**src/rtl/uart_rx_receiver_if.sv**
```systemverilog
// Serial-line side and received-byte side of the UART receiver.
// The receiver attaches through the slave modport; whatever drives the line and the tick uses master.
interface uart_rx_receiver_if;
  logic       RxD;
  logic       Rx_sample_ENABLE;
  logic [7:0] Rx_DATA;
  logic       Rx_VALID;
  logic       Rx_PERROR;
  logic       Rx_FERROR;
  logic       Rx_BUSY;
  logic [2:0] rx_state;

  modport slave (
    input  RxD,
    input  Rx_sample_ENABLE,
    output Rx_DATA,
    output Rx_VALID,
    output Rx_PERROR,
    output Rx_FERROR,
    output Rx_BUSY,
    output rx_state
  );

  modport master (
    output RxD,
    output Rx_sample_ENABLE,
    input  Rx_DATA,
    input  Rx_VALID,
    input  Rx_PERROR,
    input  Rx_FERROR,
    input  Rx_BUSY,
    input  rx_state
  );
endinterface

```
**src/rtl/uart_rx_receiver.sv**
```systemverilog
// Oversampling UART receiver: start, 8 data bits LSB first, parity, stop.
// Recovers the byte, checks parity and framing, and strobes Rx_VALID on a clean frame.
module uart_rx_receiver #(
  parameter int OVERSAMPLE = 16,
  parameter bit PARITY_ODD = 1'b0
) (
  input logic clk,
  input logic reset,
  uart_rx_receiver_if.slave bus
);

  localparam int CW = $clog2(OVERSAMPLE);
  localparam logic [CW-1:0] CNT_HALF = CW'(OVERSAMPLE / 2 - 1);
  localparam logic [CW-1:0] CNT_LAST = CW'(OVERSAMPLE - 1);

  typedef enum logic [2:0] {
    IDLE   = 3'd0,
    START  = 3'd1,
    DATA   = 3'd2,
    PARITY = 3'd3,
    STOP   = 3'd4
  } state_t;

  state_t        state;
  logic          rxd_m;
  logic          rxd_s;
  logic          prev_s;
  logic [CW-1:0] cnt;
  logic [2:0]    idx;
  logic [7:0]    shreg;
  logic          par_bit;
  logic [7:0]    data_q;
  logic          valid_q;
  logic          perror_q;
  logic          ferror_q;
  logic          busy_q;

  // RxD is asynchronous to clk; idle-high reset values avoid a spurious start edge.
  always_ff @(posedge clk or posedge reset) begin
    if (reset) begin
      rxd_m <= 1'b1;
      rxd_s <= 1'b1;
    end else begin
      rxd_m <= bus.RxD;
      rxd_s <= rxd_m;
    end
  end

  // Rx_VALID is a one-clk strobe with no ready: the consumer must take Rx_DATA
  // on the cycle Rx_VALID is high; Rx_DATA then holds until the next frame ends.
  always_ff @(posedge clk or posedge reset) begin
    if (reset) begin
      state    <= IDLE;
      prev_s   <= 1'b1;
      cnt      <= '0;
      idx      <= 3'd0;
      shreg    <= 8'h00;
      par_bit  <= 1'b0;
      data_q   <= 8'h00;
      valid_q  <= 1'b0;
      perror_q <= 1'b0;
      ferror_q <= 1'b0;
      busy_q   <= 1'b0;
    end else begin
      valid_q <= 1'b0;
      if (bus.Rx_sample_ENABLE) begin
        prev_s <= rxd_s;
        unique case (state)
          IDLE: begin
            // Requiring a high-to-low transition keeps a stuck-low line from re-triggering.
            if (!rxd_s && prev_s) begin
              state  <= START;
              cnt    <= '0;
              busy_q <= 1'b1;
            end
          end
          START: begin
            if (cnt == CNT_HALF) begin
              cnt <= '0;
              idx <= 3'd0;
              if (!rxd_s) begin
                state <= DATA;
              end else begin
                state  <= IDLE;
                busy_q <= 1'b0;
              end
            end else begin
              cnt <= cnt + 1'b1;
            end
          end
          DATA: begin
            cnt <= cnt + 1'b1;
            if (cnt == CNT_LAST) begin
              shreg[idx] <= rxd_s;
              if (idx == 3'd7) begin
                state <= PARITY;
              end else begin
                idx <= idx + 1'b1;
              end
            end
          end
          PARITY: begin
            cnt <= cnt + 1'b1;
            if (cnt == CNT_LAST) begin
              par_bit <= rxd_s;
              state   <= STOP;
            end
          end
          STOP: begin
            cnt <= cnt + 1'b1;
            if (cnt == CNT_LAST) begin
              data_q   <= shreg;
              perror_q <= (^shreg) ^ par_bit ^ PARITY_ODD;
              ferror_q <= ~rxd_s;
              valid_q  <= ~((^shreg) ^ par_bit ^ PARITY_ODD) & rxd_s;
              state    <= IDLE;
              busy_q   <= 1'b0;
            end
          end
          default: begin
            state  <= IDLE;
            busy_q <= 1'b0;
          end
        endcase
      end
    end
  end

  assign bus.Rx_DATA   = data_q;
  assign bus.Rx_VALID  = valid_q;
  assign bus.Rx_PERROR = perror_q;
  assign bus.Rx_FERROR = ferror_q;
  assign bus.Rx_BUSY   = busy_q;
  assign bus.rx_state  = state;

endmodule

```
**src/flat_wrapper.sv**
```systemverilog
// flat-port wrapper written by rule: the top's interface ports become plain ports
module uart_rx_receiver_flat 
#(
  parameter int OVERSAMPLE = 16,
  parameter bit PARITY_ODD = 1'b0
)
  (clk, reset, bus_RxD, bus_Rx_sample_ENABLE, bus_Rx_DATA, bus_Rx_VALID, bus_Rx_PERROR, bus_Rx_FERROR, bus_Rx_BUSY, bus_rx_state);
  uart_rx_receiver_if bus_i ();
  input logic clk;
  input logic reset;
  input wire logic [$bits(bus_i.RxD)-1:0] bus_RxD;
  input wire logic [$bits(bus_i.Rx_sample_ENABLE)-1:0] bus_Rx_sample_ENABLE;
  output wire logic [$bits(bus_i.Rx_DATA)-1:0] bus_Rx_DATA;
  output wire logic [$bits(bus_i.Rx_VALID)-1:0] bus_Rx_VALID;
  output wire logic [$bits(bus_i.Rx_PERROR)-1:0] bus_Rx_PERROR;
  output wire logic [$bits(bus_i.Rx_FERROR)-1:0] bus_Rx_FERROR;
  output wire logic [$bits(bus_i.Rx_BUSY)-1:0] bus_Rx_BUSY;
  output wire logic [$bits(bus_i.rx_state)-1:0] bus_rx_state;
  assign bus_i.RxD = bus_RxD;
  assign bus_i.Rx_sample_ENABLE = bus_Rx_sample_ENABLE;
  assign bus_Rx_DATA = bus_i.Rx_DATA;
  assign bus_Rx_VALID = bus_i.Rx_VALID;
  assign bus_Rx_PERROR = bus_i.Rx_PERROR;
  assign bus_Rx_FERROR = bus_i.Rx_FERROR;
  assign bus_Rx_BUSY = bus_i.Rx_BUSY;
  assign bus_rx_state = bus_i.rx_state;
  uart_rx_receiver #(.OVERSAMPLE(OVERSAMPLE), .PARITY_ODD(PARITY_ODD)) u_core (.clk(clk), .reset(reset), .bus(bus_i));
endmodule
```
**config.mk**
```make
export PLATFORM = sky130hd
export DESIGN_NAME = uart_rx_receiver_flat
export DESIGN_NICKNAME = d
export VERILOG_FILES = /design/src/rtl/uart_rx_receiver_if.sv /design/src/rtl/uart_rx_receiver.sv /design/src/flat_wrapper.sv
export SDC_FILE = /design/constraint.sdc
export NUM_CORES = 1
export LEC_CHECK = 0
export ABC_AREA = 1
export CORE_ASPECT_RATIO = 2
export CORE_MARGIN = 2
export CORE_UTILIZATION = 58
export CTS_BUF_LIST = sky130_fd_sc_hd__clkbuf_2
export CTS_CLUSTER_DIAMETER = 50
export DETAILED_ROUTE_END_ITERATION = 8
export PLACE_DENSITY = 0.8
export SLEW_MARGIN = 20
export SYNTH_ARGS = -nofsm -noshare
export SYNTH_HDL_FRONTEND = slang
export SYNTH_SLANG_ARGS = --single-unit
```
**constraint.sdc**
```tcl
create_clock -name clk -period 1.95 [get_ports clk]
set_clock_uncertainty 0.05 [all_clocks]
set_input_delay 0.39 -clock clk [delete_from_list [all_inputs] [get_ports clk]]
set_output_delay 0.39 -clock clk [all_outputs]
set_load 0.005 [all_outputs]
```
==> results.tsv, run 1 <==
metric	value	unit
status	finished, final reports clean	
worstSetupStartpoint	u_core.bus.rx_state[1]$_DFFE_PP0P_	
path_clk_slew	0.19	ns
ys_top_cells_by_count	nand2_1, dfrtp_1, inv_1, nand3_1, o21ai_1	
dr_wl_met3	113	um
wl_met1	1320	um
muxShareOfSynthArea	0	%
crit_type	flip-flop to output pin	
synthArstFlopShare	100	%
synth_cell_type_count	25	
cts_root_buf	clkbuf_2	
worstRegToRegCells	9	
syn_area	1830	sq um
leakage	0.00105	uW
worst_path_largest_cell_delay	0.53	ns
hold_path_class	primary input to async pin	
ir_worst_vdd	0.954	mV
utilization	72.1	%
die_h	83.5	um
slew_headroom	71.9	%
r2r-start	u_core.cnt[0]$_DFFE_PP0P_	
synthTopCellsByArea	dfrtp_1, nand2_1, nand3_1	
num_rows	28	
cp_cell_sequence	clkdlybuf4s50_1	
cp_max_fo	9	
n_antenna_cell	0	
grt_max_degree	35	
drive_gt1_share	11.0	%
dr.pass1.iters	4	
synth-seq-cells	34	
cp-start-kind	flip-flop	
wl_met2	1940	um
cts_buffers	5	
yosysMostFrequentCell	nand2_1	
overflow	0	
vias_per_cell	5.14	
totalWireLength	3510	um
maxSlewViolCount	0	
setup_viol	0	
synth_top_family_by_area	simple AND/OR/NAND/NOR gates	
clockBufferDepth	2	
clkLatencyLatePin	0.38	ns
dpl.cell_count	294	
ant_nets	0	
start_util	61.5	%
rsz0062_at_grt	false	
grt_pass1_wl	6270	um
cp.buffers_inverters	1	
synth-edff-count	0	
cts_sinks	34	
synth-xor-area-share	0.956	%
top_layer	met4	
power.density	889	nW/um^2
yosysTopAreaCellShare	42.3	%
period_minus_slack	1.85	ns
slowest_stage	clkdlybuf4s50_1	
setup_ws	0.103	ns
synth-main-ff-cell	dfrtp_1	
synth_compound_area_share	9.15	%
synth_area_leader_cell	dfrtp_1	
ioPinCount	19	
hold_violations	0	
endpoint_kind	output pin	
required	1.51	ns
synthCells	248	
fin_cells	303	
dp_slack	0.164	ns
io_buffers	18	
fin_tns_setup	0	ns
htreeDepth	2	
cp.depth	1	
die_area	3650	sq um
drcViolationCount	0	
grt_use_total	22.5	%
cts_hold_buf	0	
core_area	2980	sq um
die_x	43.7	um
cp_top_family	buffers and inverters	
synth_nets	255	
place_hpwl	2590	um
synthAdderAreaFrac	2.05	%
fin_crit_sh	94.7	%
drt_iter0_drc	30	
post_drt_wl_per_cell	11.6	um
cts_tree	built	
antenna_found_initial	0	
place.gp.congestion	0.847	
grt_pass1_vias	1502	
ys_seq_area_share	46.7	%
cp.arrival	1.41	ns
max_cap_violations	0	
fin_nets	279	
power.total	1910	uW
synthSimpleGateAreaFrac	32.8	%
synth_warnings	0	
vias	1557	
fmax	0.541	GHz
area.growth.synth_to_final	17.2	%
worst_pin_slew	0.421	ns
avgSynthCellArea	7.39	sq um
-- final cells by class --
cell class	count	area [sq um]
Timing Repair Buffer	22	210
Clock inverter	3	68.8
Multi-Input combinational cell	176	823
Clock buffer	5	25.0
Fill cell	243	831
Sequential cell	34	858
Inverter	33	124
Tap cell	30	37.5
-- per-stage QoR --
stage	instance area, sq um	hold WS, ns
after global placement	2040	0.295
after floorplan	1830	0.295
after CTS	2140	0.322
after detailed placement	2040	0.303
after global routing	2150	0.314
final	2150	0.316
-- kinds of logic after synthesis --
family | count (synthesis)
compound gates | 32
buf+inv | 38
simple gates | 139
flops | 34
xor+xnor | 2
fa+ha+maj | 3
-- state kept, by name, indices dropped and copies added, names as in the netlist, 3 cells and up --
register,cells
u_core.bus.Rx_DATA,8
u_core.shreg,8
u_core.cnt,4
u_core.bus.rx_state,3
u_core.idx,3
-- placed cells by master, fill, tap and decap left out, types with 2 or more instances in the layout --
cell,netlist,routed
nand2_1,88,88
inv_1,31,31
dfrtp_1,31,28
nand3_1,24,24
o21ai_1,21,21
clkdlybuf4s50_1,0,18
nor2_1,16,16
o21ai_0,6,6
clkbuf_2,0,5
buf_4,0,4
a21oi_1,3,3
ha_1,3,3
dfrtp_2,0,3
dfstp_2,3,3
nor2_2,2,2
nand2_2,2,2
inv_2,2,2
nor3_2,2,2
nand4_1,2,2
bufinv_16,0,2
-- final timing paths --
path                                                endpoint  slack (ns)
setup / recovery                             bus_rx_state[1]        0.10
hold / removal             u_core.bus.Rx_DATA[7]$_DFFE_PP0P_        0.32
setup reg to reg                 u_core.shreg[1]$_DFFE_PP0P_        0.22
hold reg to reg                       u_core.rxd_s$_DFF_PP1_        0.32
max in group asynchronous             u_core.rxd_m$_DFF_PP1_        1.18
min in group clk                      u_core.rxd_s$_DFF_PP1_        0.32
-- power breakdown --
part / internal (uW) / total [uW] / switching [uW]
clock: 348 / 604 / 256
combinational: 175 / 443 / 268
sequential: 773 / 863 / 89.9
total: 1300 / 1910 / 614
-- timing repair --
action / in CTS / in global routing
gates resized for setup: 1 / 2
pin swaps: 0 / 1
endpoints found under the setup margin: 1 / 3
buffers inserted: 0 / 1
hold endpoints to repair: 0 / 0
-- routing by layer --
layer  vias up  GRT usage, %
li1        828             -
met2        31          40.1
met1       689          23.4
met3         9          3.90
met4         0          11.8
met5         -             0
(Power assumes the default switching activity.)
==> inputs of run 2 (changes only) <==
- HOLD_SLACK_MARGIN: not set -> 0.05
- TNS_END_PERCENT: not set -> 50
==> run 2 against run 1 <==
  * Fmax decreased by 0.22%
  * Clock-buffer cell count unchanged
  * Worst hold slack improved by 0.0019 ns
  * Critical path depth unchanged
  * Critical endpoint unchanged
  * Die area unchanged
==> results.tsv, run 2 (same netlist as run 1, synthesis figures left out) <==
metric	value	unit	change
status	finished, final reports clean		
grt_use_total	22.5	%	unchanged
setup_ws	0.0991	ns	-0.00412 ns
slew_headroom	71.1	%	-0.78 points
cts_buffers	5		unchanged
vias_per_cell	5.14		about the same
ant_nets	0		unchanged
ioPinCount	19		unchanged
grt_pass1_wl	6270	um	unchanged
dpl.cell_count	294		unchanged
path_clk_slew	0.20	ns	about the same
final_cell_mix	nand2_1, inv_1, dfrtp_1		
io_buffers	18		unchanged
place_hpwl	2590	um	unchanged
fin_crit_sh	94.9	%	+0.21 points
area.growth.synth_to_final	16.8	%	
leakage	0.00104	uW	-0.54%
clkPwrFrac	31.7	%	about the same
hold_violations	0		unchanged
num_rows	28		unchanged
post_dp_cell_area	2040	sq um	unchanged
max_cap_violations	0		unchanged
grt_util_met1	23.4	%	unchanged
drcViolationCount	0		unchanged
crit_type	flip-flop to output pin		
cts_sinks	34		unchanged
endpoint_kind	output pin		
fin_cells	302		-0.33%
dr.pass1.iters	5		+1
fmax	0.540	GHz	-0.22%
clkLatencyLatePin	0.39	ns	about the same
cp_max_fo	9		unchanged
cp.arrival	1.41	ns	about the same
die_area	3650	sq um	unchanged
vias	1552		-0.32%
clockBufferDepth	2		unchanged
fin_nets	278		-0.36%
die_x	43.7	um	unchanged
worst_path_largest_cell_delay	0.53	ns	about the same
use_met2	40.1	%	unchanged
grt_max_degree	35		unchanged
overflow	0		unchanged
grt_pass1_vias	1502		unchanged
dp_slack	0.164	ns	unchanged
finalInstanceArea	2140	sq um	-0.35%
totalWireLength	3530	um	+0.46%
setup_viol	0		unchanged
core_area	2980	sq um	unchanged
hold_path_class	primary input to async pin		
gr-max-usage-layer	met2		
period_minus_slack	1.85	ns	+0.00412 ns
cts_hold_buf	0		unchanged
cp.buffers_inverters	1		unchanged
antenna_found_initial	0		unchanged
final_common_cell	nand2_1		
drive_gt1_share	10.7	%	-0.33 points
required	1.51	ns	about the same
grt_util_met3	3.90	%	unchanged
rsz0062_at_grt	true		
power.total	1910	uW	+0.19%
power_switching	617	uW	+0.58%
n_antenna_cell	0		unchanged
place.gp.congestion	0.847		unchanged
p_int	1300	uW	about the same
htreeDepth	2		unchanged
start_util	61.5	%	unchanged
netSwitchingFraction	32.3	%	+0.12 points
post_drt_wl_per_cell	11.7	um	+0.79%
ir_worst_vdd	0.955	mV	about the same
cp_top_family	buffers and inverters		
cts_setup_buffers	0		unchanged
filler_cell_count	241		-0.82%
maxSlewViolCount	0		unchanged
worst_pin_slew	0.433	ns	+0.0117 ns
die_h	83.5	um	unchanged
cts_tree	built		
cp_cell_sequence	clkdlybuf4s50_1		
p_seq_share	45.1	%	about the same
drt_iter0_drc	30		unchanged
cp-start-kind	flip-flop		
whs	0.318	ns	+0.00191 ns
slowest_stage	clkdlybuf4s50_1		
p_comb_share	23.2	%	about the same
power.density	894	nW/um^2	+0.54%
cts_root_buf	clkbuf_2		
==> run 2: cell count changes in the layout (fill, tap and decap cells not counted), sizes merged <==
cell / before / now
buf: 4 / 3
==> run 2: layout make-up <==
cell class | count | area [sq um] | area share [%]
Clock inverter | 3 | 68.8 | 3.22
Multi-Input combinational cell | 176 | 823 | 38.5
Clock buffer | 5 | 25.0 | 1.17
Timing Repair Buffer | 21 | 203 | 9.47
Tap cell | 30 | 37.5 | 1.75
Inverter | 33 | 124 | 5.79
Sequential cell | 34 | 858 | 40.1
==> run 2: path summary, 6_finish.rpt <==
kind                       cells past startpoint  slack [ns]                                end                                from
hold reg to reg                                0        0.32             u_core.rxd_s$_DFF_PP1_              u_core.rxd_m$_DFF_PP1_
setup / recovery                               1         0.1                    bus_rx_state[1]  u_core.bus.rx_state[1]$_DFFE_PP0P_
min in group clk                               0        0.32             u_core.rxd_s$_DFF_PP1_              u_core.rxd_m$_DFF_PP1_
max in group asynchronous                      3        1.18             u_core.rxd_m$_DFF_PP1_                               reset
hold / removal                                 3        0.32  u_core.bus.Rx_DATA[7]$_DFFE_PP0P_                               reset
setup reg to reg                               8        0.23        u_core.shreg[1]$_DFFE_PP0P_           u_core.cnt[0]$_DFFE_PP0P_
==> run 2: timing repair <==
action | 4_1_cts | 5_1_grt
resized for setup | 1 | 2
endpoints found under the setup margin | 1 | 3
hold endpoints to repair | 0 | 0
==> run 2: power groups by stage <==
| stage | registers [uW] | logic [uW] | clock network (uW) |
|---|---|---|---|
| 2_1_floorplan | 829 | 371 | 0 |
| 3_3_place_gp | 868 | 440 | 0 |
| 3_5_place_dp | 870 | 446 | 0 |
| 4_1_cts | 859 | 449 | 616 |
| 5_1_grt | 875 | 514 | 640 |
| 6_report | 862 | 443 | 607 |
==> run 2: metal layers <==
metal	up-vias	part of all wire, %
li1	825	-
met1	683	38
met2	32	55
met3	12	3.0
met4	0	4.1
met5	-	0
==> run 2: metrics by stage <==
step / setup TNS [ns] / util, %
2_1_floorplan: 0 / -
3_3_place_gp: 0 / 68.6
3_5_place_dp: 0 / 68.6
4_1_cts: 0 / 71.8
5_1_grt: -0.0362 / 71.8
6_report: 0 / 71.8
==> run 2: worst min-delay path, delay by kind of cell <==
family | cells | cell delay [ns]
buffers and inverters | 3 | 0.83
==> inputs of run 3 (changes only) <==
- CORE_UTILIZATION: 58 -> 55
- PLACE_DENSITY: 0.8 -> 0.77
==> run 3 against run 2 <==
  * Via count grew 1.9%
  * Flip-flop and latch count is the same
  * Register-to-register slack gained 0.05 ns
  * Global-route usage shrank 1.9 points
  * Clock-buffer cell count is the same
  * Critical path depth is the same
  * Sequential power is essentially flat
  * Clock power shrank 50%
  * First-iteration DRC count grew 77%
  * Power shrank 16%
  * Largest power group unchanged
==> results.tsv, run 3 (same netlist as run 1, synthesis figures left out) <==
metric	value	unit	change
die_h	85.6	um	+2.6%
core_area	3190	sq um	+7.2%
cp_cell_sequence	clkdlybuf4s50_1		
cp-start-kind	flip-flop		
power.density	772	nW/um^2	-14%
cp_top_family	buffers and inverters		
grt_use_total	20.6	%	-1.9 points
final_common_cell	nand2_1		
grt_pass1_vias	1474		-1.9%
maxSlewViolCount	0		unchanged
drcViolationCount	0		unchanged
clkLatencyLatePin	0.36	ns	-0.03 ns
cp.arrival	1.42	ns	about the same
cts_tree	built		
overflow	0		unchanged
totalWireLength	3460	um	-2.0%
crit_type	flip-flop to output pin		
max_cap_violations	0		unchanged
fmax	0.536	GHz	-0.73%
slowest_stage	clkdlybuf4s50_1		
finalInstanceArea	2090	sq um	-2.3%
dr.pass1.iters	4		-1
antenna_found_initial	0		unchanged
drive_gt1_share	9.52	%	-1.1 points
place_hpwl	2640	um	+1.7%
hold_violations	0		unchanged
fin_crit_sh	95.6	%	+0.70 points
endpoint_kind	output pin		
worst_path_largest_cell_delay	0.55	ns	+0.02 ns
area.growth.synth_to_final	14.1	%	
slew_headroom	71.7	%	+0.55 points
io_buffers	18		unchanged
ir_worst_vdd	0.575	mV	-40%
cp.buffers_inverters	1		unchanged
grt_pass1_wl	5950	um	-5.1%
cp_max_fo	7		-2
htreeDepth	2		unchanged
cts_hold_buf	0		unchanged
ant_nets	0		unchanged
hold_path_class	flip-flop to flip-flop		
required	1.51	ns	about the same
start_util	57.4	%	-4.1 points
post_drt_wl_per_cell	11.4	um	-2.7%
status	finished, final reports clean		
grt_max_degree	35		unchanged
worst_pin_slew	0.425	ns	-0.00827 ns
die_x	44.8	um	+2.4%
vias_per_cell	5.20		+1.2%
n_antenna_cell	0		unchanged
post_dp_cell_area	2050	sq um	+0.43%
cts_root_buf	clkbuf_2		
die_area	3840	sq um	+5.1%
leakage	0.00102	uW	-2.0%
setup_viol	0		unchanged
ioPinCount	19		unchanged
clockBufferDepth	2		unchanged
drt_iter0_drc	53		+77%
fin_tns_setup	0	ns	unchanged
place.gp.congestion	0.878		+3.6%
period_minus_slack	1.86	ns	+0.0137 ns
cts_buffers	5		unchanged
vias	1581		+1.9%
cts_sinks	34		unchanged
cts_setup_buffers	0		unchanged
fin_nets	279		+0.36%
rsz0062_at_grt	false		
num_rows	29		+3.6%
path_clk_slew	0.17	ns	-0.03 ns
final_cell_mix	nand2_1, inv_1, dfrtp_1		
-- run 3: final cells by class --
class | instances | area [sq um]
fill | 307 | 1100
sequential | 34 | 857
clock buffer | 5 | 25.0
timing repair buffer | 22 | 210
clock inverter | 3 | 11.3
multi-input combinational | 176 | 823
inverter | 33 | 124
tap | 31 | 38.8
-- run 3: timing repair --
item | in CTS | in global routing
gates resized for setup | 1 | 1
gates cloned | 0 | 0
setup endpoints to repair | 1 | 1
-- run 3: through the flow --
stage                     setup slack, ns  std cells  hold WS, ns  utilization, %  power (uW)
after floorplan                     0.492        248        0.295               -        1200
after global placement              0.186        296        0.297            64.2        1310
after detailed placement            0.164        296        0.298            64.2        1320
after CTS                          0.0268        304        0.319            65.4        1630
after global routing               0.0203        304        0.321            65.4        1720
final                              0.0854        304        0.317            65.4        1610
-- run 3: where the power goes --
part	internal [uW]	switching, uW	total, uW	leakage [uW]
Sequential	773	88.7	861	0.000455
Clock	76.7	228	305	0.0000255
Combinational	176	270	446	0.000544
-- run 3: per-layer routing --
layer	GRT usage, %	part of all wire (%)	up-vias
li1	-	-	834
met1	19.8	38	710
met2	38.7	56	29
met3	3.16	2.2	8
met4	11.0	3.3	0
met5	0	0	-
-- run 3: final timing paths --
path	cells past startpoint	slack, ns	to	from
worst min register to register	0	0.32	u_core.rxd_s$_DFF_PP1_	u_core.rxd_m$_DFF_PP1_
worst min-delay path	0	0.32	u_core.rxd_s$_DFF_PP1_	u_core.rxd_m$_DFF_PP1_
min in group asynchronous	3	0.34	u_core.bus.Rx_VALID$_DFF_PP0_	reset
max in group asynchronous	3	1.16	u_core.rxd_m$_DFF_PP1_	reset
worst max-delay path	1	0.09	bus_rx_state[2]	u_core.bus.rx_state[2]$_DFFE_PP0P_
worst max register to register	8	0.28	u_core.shreg[3]$_DFFE_PP0P_	u_core.cnt[0]$_DFFE_PP0P_
